## config.mk

```make
export PLATFORM = sky130hd
export DESIGN_NAME = wb_merge_queue_flat
export DESIGN_NICKNAME = d
export VERILOG_FILES = /design/src/rtl/wbq_pkg.sv /design/src/rtl/wb_merge_queue_if.sv /design/src/rtl/wbq_lookup.sv /design/src/rtl/wb_merge_queue.sv /design/src/flat_wrapper.sv
export SDC_FILE = /design/constraint.sdc
export NUM_CORES = 1
export LEC_CHECK = 0
export ABC_AREA = 1
export CAP_MARGIN = 10
export CORE_UTILIZATION = 25
export DETAILED_ROUTE_END_ITERATION = 8
export HOLD_SLACK_MARGIN = 0.08
export SYNTH_ARGS = -nofsm -noshare
export SYNTH_HDL_FRONTEND = slang
export SYNTH_SLANG_ARGS = --single-unit
```

## constraint.sdc

```tcl
create_clock -name clk -period 2.9 [get_ports clk]
set_input_delay 0.29 -clock clk [delete_from_list [all_inputs] [get_ports clk]]
set_output_delay 0.29 -clock clk [all_outputs]
set_load 0.05 [all_outputs]
```

## src/rtl/wbq_pkg.sv

```systemverilog
// Shared types and defaults for the write-back merge queue.
// Pure declarations: no logic, no latency.
// Entry widths follow WBQ_AW/WBQ_DW; the top's AW/DW defaults track them.
package wbq_pkg;
    localparam int WBQ_DEPTH = 4;
    localparam int WBQ_AW    = 5;
    localparam int WBQ_DW    = 32;

    localparam logic [WBQ_AW-1:0] REG_ZERO = '0;

    typedef struct packed {
        logic [WBQ_AW-1:0] rd;
        logic [WBQ_DW-1:0] data;
    } entry_t;
endpackage

```

## src/rtl/wb_merge_queue_if.sv

```systemverilog
// Bundle of write-back lanes, register-file write port, status and lookup ports.
// No logic and no latency. Stall is the only backpressure and is owned by the queue.
// The master is the pipeline or bench side. The slave is the queue.
interface wb_merge_queue_if #(
    parameter int AW = 5,
    parameter int DW = 32
);
    logic          wb0_we;
    logic [AW-1:0] wb0_rd;
    logic [DW-1:0] wb0_data;
    logic          wb1_we;
    logic [AW-1:0] wb1_rd;
    logic [DW-1:0] wb1_data;

    logic          rf_we;
    logic [AW-1:0] rf_wr;
    logic [DW-1:0] rf_wdata;

    logic            stall;
    logic            ovf;
    logic [4*AW-1:0] lk_addr;
    logic [3:0]      lk_hit;
    logic [4*DW-1:0] lk_data;

    modport master (
        output wb0_we, wb0_rd, wb0_data, wb1_we, wb1_rd, wb1_data, lk_addr,
        input  rf_we, rf_wr, rf_wdata, stall, ovf, lk_hit, lk_data
    );

    modport slave (
        input  wb0_we, wb0_rd, wb0_data, wb1_we, wb1_rd, wb1_data, lk_addr,
        output rf_we, rf_wr, rf_wdata, stall, ovf, lk_hit, lk_data
    );
endinterface

```

## src/rtl/wbq_lookup.sv

```systemverilog
// Single lookup address compared against all valid entries. Newest match wins.
// Combinational, zero latency. No backpressure.
// Entries arrive age-ordered: index 0 is oldest, and a higher index is newer.
module wbq_lookup
    import wbq_pkg::*;
#(
    parameter int DEPTH = WBQ_DEPTH
) (
    input  logic [WBQ_AW-1:0] addr,
    input  logic [DEPTH-1:0]  vld,
    input  entry_t            ents [DEPTH],
    output logic              hit,
    output logic [WBQ_DW-1:0] data
);
    always_comb begin
        hit  = 1'b0;
        data = '0;
        // Walking oldest to newest lets the last match overwrite, which gives newest priority.
        for (int i = 0; i < DEPTH; i++) begin
            if (vld[i] && addr != REG_ZERO && ents[i].rd == addr) begin
                hit  = 1'b1;
                data = ents[i].data;
            end
        end
    end
endmodule

```

## src/rtl/wb_merge_queue.sv

```systemverilog
// Merges up to two write-back writes per cycle into one in-order register-file write port.
// Latency: an accepted write appears on rf_* in the cycle after its edge. The head pops on every non-empty edge.
// Backpressure: stall while full. Pushes under stall are dropped and set sticky ovf. WBQ_FWD_EN enables lookups.
module wb_merge_queue
    import wbq_pkg::*;
#(
    parameter int DEPTH = WBQ_DEPTH,
    parameter int AW    = WBQ_AW,
    parameter int DW    = WBQ_DW
) (
    input logic              clk,
    input logic              rst,
    wb_merge_queue_if.slave  bus
);
    localparam int PW = $clog2(DEPTH);
    typedef logic [PW-1:0] ptr_t;
    typedef logic [PW:0]   cnt_t;

    entry_t q [DEPTH];
    ptr_t   head, tail, tail1;
    cnt_t   count, npush, count_nxt;
    logic   p0, p1, pop, full, do0, do1, ovf_q;

    always_comb begin
        p1 = bus.wb1_we && (bus.wb1_rd != REG_ZERO);
        // When both lanes target the same register, the younger lane 1 value is the only one that matters.
        p0 = bus.wb0_we && (bus.wb0_rd != REG_ZERO) && !(p1 && bus.wb1_rd == bus.wb0_rd);
        pop       = (count != '0);
        full      = (count == cnt_t'(DEPTH));
        do0       = p0 && !full;
        do1       = p1 && !full;
        npush     = cnt_t'(do0) + cnt_t'(do1);
        tail1     = tail + ptr_t'(do0);
        count_nxt = count - cnt_t'(pop) + npush;
    end

    always_ff @(posedge clk) begin
        if (do0) q[tail]  <= '{rd: bus.wb0_rd, data: bus.wb0_data};
        if (do1) q[tail1] <= '{rd: bus.wb1_rd, data: bus.wb1_data};
    end

    always_ff @(posedge clk or posedge rst) begin
        if (rst) begin
            head  <= '0;
            tail  <= '0;
            count <= '0;
            ovf_q <= 1'b0;
        end else begin
            head  <= head + ptr_t'(pop);
            tail  <= tail + ptr_t'(npush);
            count <= count_nxt;
            if (full && (p0 || p1)) ovf_q <= 1'b1;
        end
    end

    assign bus.rf_we    = pop;
    assign bus.rf_wr    = pop ? q[head].rd   : '0;
    assign bus.rf_wdata = pop ? q[head].data : '0;
    assign bus.stall    = full;
    assign bus.ovf      = ovf_q;

`ifdef WBQ_FWD_EN
    entry_t           ord [DEPTH];
    logic [DEPTH-1:0] ord_vld;

    always_comb begin
        for (int i = 0; i < DEPTH; i++) begin
            ord[i]     = q[head + ptr_t'(i)];
            ord_vld[i] = (cnt_t'(i) < count);
        end
    end

    for (genvar g = 0; g < 4; g++) begin : g_lk
        wbq_lookup #(.DEPTH(DEPTH)) u_lk (
            .addr (bus.lk_addr[g*AW +: AW]),
            .vld  (ord_vld),
            .ents (ord),
            .hit  (bus.lk_hit[g]),
            .data (bus.lk_data[g*DW +: DW])
        );
    end
`else
    logic unused_lk;
    assign unused_lk    = ^bus.lk_addr;
    assign bus.lk_hit   = '0;
    assign bus.lk_data  = '0;
`endif
endmodule

```

## src/flat_wrapper.sv

```systemverilog
// flat-port wrapper written by rule: the top's interface ports become plain ports
module wb_merge_queue_flat import wbq_pkg::*;
#(
    parameter int DEPTH = WBQ_DEPTH,
    parameter int AW    = WBQ_AW,
    parameter int DW    = WBQ_DW
)
  (clk, rst, bus_wb0_we, bus_wb0_rd, bus_wb0_data, bus_wb1_we, bus_wb1_rd, bus_wb1_data, bus_lk_addr, bus_rf_we, bus_rf_wr, bus_rf_wdata, bus_stall, bus_ovf, bus_lk_hit, bus_lk_data);
  wb_merge_queue_if #(.AW(AW), .DW(DW)) bus_i ();
  input logic clk;
  input logic rst;
  input wire logic [$bits(bus_i.wb0_we)-1:0] bus_wb0_we;
  input wire logic [$bits(bus_i.wb0_rd)-1:0] bus_wb0_rd;
  input wire logic [$bits(bus_i.wb0_data)-1:0] bus_wb0_data;
  input wire logic [$bits(bus_i.wb1_we)-1:0] bus_wb1_we;
  input wire logic [$bits(bus_i.wb1_rd)-1:0] bus_wb1_rd;
  input wire logic [$bits(bus_i.wb1_data)-1:0] bus_wb1_data;
  input wire logic [$bits(bus_i.lk_addr)-1:0] bus_lk_addr;
  output wire logic [$bits(bus_i.rf_we)-1:0] bus_rf_we;
  output wire logic [$bits(bus_i.rf_wr)-1:0] bus_rf_wr;
  output wire logic [$bits(bus_i.rf_wdata)-1:0] bus_rf_wdata;
  output wire logic [$bits(bus_i.stall)-1:0] bus_stall;
  output wire logic [$bits(bus_i.ovf)-1:0] bus_ovf;
  output wire logic [$bits(bus_i.lk_hit)-1:0] bus_lk_hit;
  output wire logic [$bits(bus_i.lk_data)-1:0] bus_lk_data;
  assign bus_i.wb0_we = bus_wb0_we;
  assign bus_i.wb0_rd = bus_wb0_rd;
  assign bus_i.wb0_data = bus_wb0_data;
  assign bus_i.wb1_we = bus_wb1_we;
  assign bus_i.wb1_rd = bus_wb1_rd;
  assign bus_i.wb1_data = bus_wb1_data;
  assign bus_i.lk_addr = bus_lk_addr;
  assign bus_rf_we = bus_i.rf_we;
  assign bus_rf_wr = bus_i.rf_wr;
  assign bus_rf_wdata = bus_i.rf_wdata;
  assign bus_stall = bus_i.stall;
  assign bus_ovf = bus_i.ovf;
  assign bus_lk_hit = bus_i.lk_hit;
  assign bus_lk_data = bus_i.lk_data;
  wb_merge_queue #(.DEPTH(DEPTH), .AW(AW), .DW(DW)) u_core (.clk(clk), .rst(rst), .bus(bus_i));
endmodule
```

==> results by group <==
Clock network
  • Total CTS buffers: 17
  • Htree depth: 4
  • Clock latency on the worst-skew pair: 420 ps
  • Hold buffers post-CTS: 0
  • CTS tree: yes
  • Worst-path clk slew: 70 ps
  • Bufs on Longest Clock Path: 2
  • Sink Count: 156
  • Setup bufs post-CTS: 0
  • Resized Gates After CTS: 0
  • Root buffer cell: clkbuf_16

STA
  • Final Slew Violations: 0
  • Final setup fails: 0
  • Worst-Margin Slew: 585 ps
  • Fin crit share: 88.4%
  • RSZ-0062 raised after global routing: no
  • Setup ws final: 335 ps
  • Worst slew margin: 61.0%
  • F_max: 390 MHz
  • Tmin final: 2560 ps
  • Fin. Hold Viols: 0
  • Clock skew: 10.1 ps

Global routing
  • Number of global-route vias before repair: 6,521
  • First-pass GRT wire length: 35.3 mm
  • Largest net degree at the start of global routing: 76
  • Initial antenna violation count: 2
  • Remaining global-route overflow: 0
  • Total GRT Usage: 12.8%

Critical path
  • Cell family with most CP delay: buffers and inverters
  • Most frequent CP cell: buf_12
  • Crit path kind: flip-flop to output port
  • R2r startpoint: u_core.count[1]
  • R2R setup slack: 420 ps
  • Arr. time, crit path: 2270 ps
  • Critical Path Source Type: flip-flop
  • Bufs and invs on worst path: 3
  • Reg-to-reg critical path endpoint: u_core.q[1][10]
  • Worst-path maximum fanout: 40
  • Reg2Reg Depth: 13
  • CP max stage delay: 440 ps
  • Slowest cell on crit path: a21oi_1
  • Critical Path Sink Type: output port
  • Worst EP required: 2610 ps
  • CP cell instances: inv_2 > buf_12 > o21ai_0 > a21oi_1 > buf_12

Final layout
  • Syn-to-layout area delta: 28.1%
  • ANT cells: 0
  • Share of cells above drive strength 1: 11.4%
  • # nets final: 1,258
  • Fill count: 3,618
  • Non-filler cells, final: 1,626

Hold path
  • Tightest Hold Check Type: input port to asynchronous set/reset pin

Logic synthesis
  • Compound-Gate Fraction of Synth Area: 14.3%
  • Top cell type's share of synthesized area: 49.0%
  • Avg Cell Area, Syn: 8.85 um2
  • Main combinational cell family by area after synthesis: buffers and inverters
  • Count of state elements after synthesis: 156
  • Area leader, netlist: edfxtp_1
  • Post-synthesis sequential area ratio: 51.2%
  • Ys Warns: 0
  • Largest cells by area after synthesis: edfxtp_1 49%, buf_4 12%, o21ai_0 8.7%
  • Xor/xnor cell area share of the yosys netlist: 0.868%
  • Post-Synth Adder-Cell Area: 1.19%
  • Post-Synth Simple-Gate Area: 14.7%
  • Synth unique cells: 28
  • Synthesized area: 9080 um2
  • Cells after synthesis: 1,025
  • Mux contribution to synthesized area: 0%

Run status
  • Failing checks: design-rule violations
  • Status: complete, but fails checks

Floorplanning
  • Placement Rows: 69
  • Die W: 193 um
  • Initial Utilization: 25.5%
  • # IOs: 270
  • Die Span Y: 193 um
  • Die ar.: 37,100 um2
  • Core ar.: 35,700 um2

Power and ir drop
  • Max VDD drop: 0.857 mV
  • Leakage: 4.41 nW
  • Cell Pwr Density: 1340 nW/um2

Drt
  • Routed WL per cell: 14.1 um
  • Drt initial violations: 409
  • Routed Antenna Nets: 0
  • Via count: 6,860
  • Drc violations: 52
  • Drt total wl: 23.0 mm
  • Via density: 4.22
  • 1st-pass router iterations: 9

Placement
  • DP HPWL: 15.3 mm
  • Buffers on Ports: 117
  • Placer congestion estimate: 0.750
  • Placed insts: 1,594
  • Pre-CTS setup slack: -43.2 ps

Run
  • Max cap viols: 0
cell usage in the layout (no fill, tap or decap), types with 3 or more instances in the layout:
cell type and instances:
nand2_1 161, o21ai_0 158, nor2_1 157, edfxtp_1 148, conb_1 132, clkdlybuf4s50_1 80, o21ai_1 64, buf_12 61
inv_1 58, a21oi_1 38, buf_4 27, clkbuf_16 17, nand3_1 7, ha_1 7, xor2_1 6, dfrtp_1 6
nand2_4 5, nor2_4 4, xnor2_1 3, inv_2 3, bufinv_16 3, inv_6 3, clkinv_4 3
sequential cells by signal, indices dropped and copies added (netlist names):
signal          cells
u_core.count        3
u_core.q          148
u_core.head         2
u_core.tail         2
u_core.bus.ovf      1
final cells by class:
| cell class | instances | area, um2 | area share [%] |
|---|---|---|---|
| flip-flops and latches | 156 | 4650 | 40.0 |
| multi-input cells | 748 | 3350 | 28.8 |
| repair buffers | 168 | 2220 | 19.1 |
| well taps | 461 | 577 | 4.96 |
| clock buffers | 18 | 429 | 3.69 |
| inverters | 61 | 229 | 1.97 |
| clock inverters | 14 | 168 | 1.44 |
report_power, final:
group          internal, mW  switching, mW
logic                  3.59           5.74
clock network          1.36          0.933
registers              3.75          0.229
Yosys cell counts:
cell	count
inv_2	3
or2_2	1
or2_1	1
nor2_4	4
edfxtp_1	148
nand3_1	7
xnor2_1	3
a21oi_1	38
buf_4	140
buf_2	11
clkbuf_2	4
nor3_1	1
buf_1	4
clkbuf_1	16
nand2_4	1
ha_1	7
buf_6	16
o21ai_1	64
dfrtp_1	8
nor2_1	157
inv_1	58
conb_1	1
nand2_1	165
fa_1	1
o21ai_0	158
xor2_1	6
and2_1	1
nand4_1	1
metrics by stage:
| step | hold slack [ps] | power, mW | TNS [ps] | util (%) | cell area [um2] |
|---|---|---|---|---|---|
| after floorplan | 106 | 9.34 | 0 | - | 9600 |
| after global placement | 464 | 13.3 | -371 | 30.9 | 11000 |
| after detailed placement | 457 | 13.5 | -1820 | 30.9 | 11000 |
| after CTS | 127 | 15.8 | 0 | 32.6 | 11600 |
| after global routing | 154 | 16.5 | 0 | 32.6 | 11600 |
| final | 123 | 15.6 | 0 | 32.6 | 11600 |
routing by layer:
| layer | track usage, % | vias to the layer above | routed length (um) |
|---|---|---|---|
| li1 | - | 3394 | - |
| met1 | 16.1 | 3155 | 10200 |
| met2 | 21.7 | 273 | 11000 |
| met3 | 2.62 | 34 | 1360 |
| met4 | 4.06 | 4 | 423 |
| met5 | 0 | - | 31 |
logic make-up after synthesis:
| logic type | after synthesis |
|---|---|
| buffers and inverters | 252 |
| other | 1 |
| AND/OR/NAND/NOR | 339 |
| AO/OA/AOI/OAI | 260 |
| flip-flops | 156 |
| XOR/XNOR | 9 |
| adder cells (fa/ha/maj) | 8 |
worst max path at each step:
stage	startpoint	to	depth (start not counted)
after global routing	u_core.head[0]	bus_rf_wdata[26]	5
after detailed placement	bus_wb0_rd[0]	u_core.q[0][10]	14
final	u_core.head[0]	bus_rf_wr[4]	5
after CTS	u_core.head[0]	bus_rf_wr[4]	5
after global placement	bus_wb0_rd[0]	u_core.q[1][9]	14
after floorplan	u_core.count[0]	u_core.q[0][0]	13
Power figures use the tool's default switching activity.
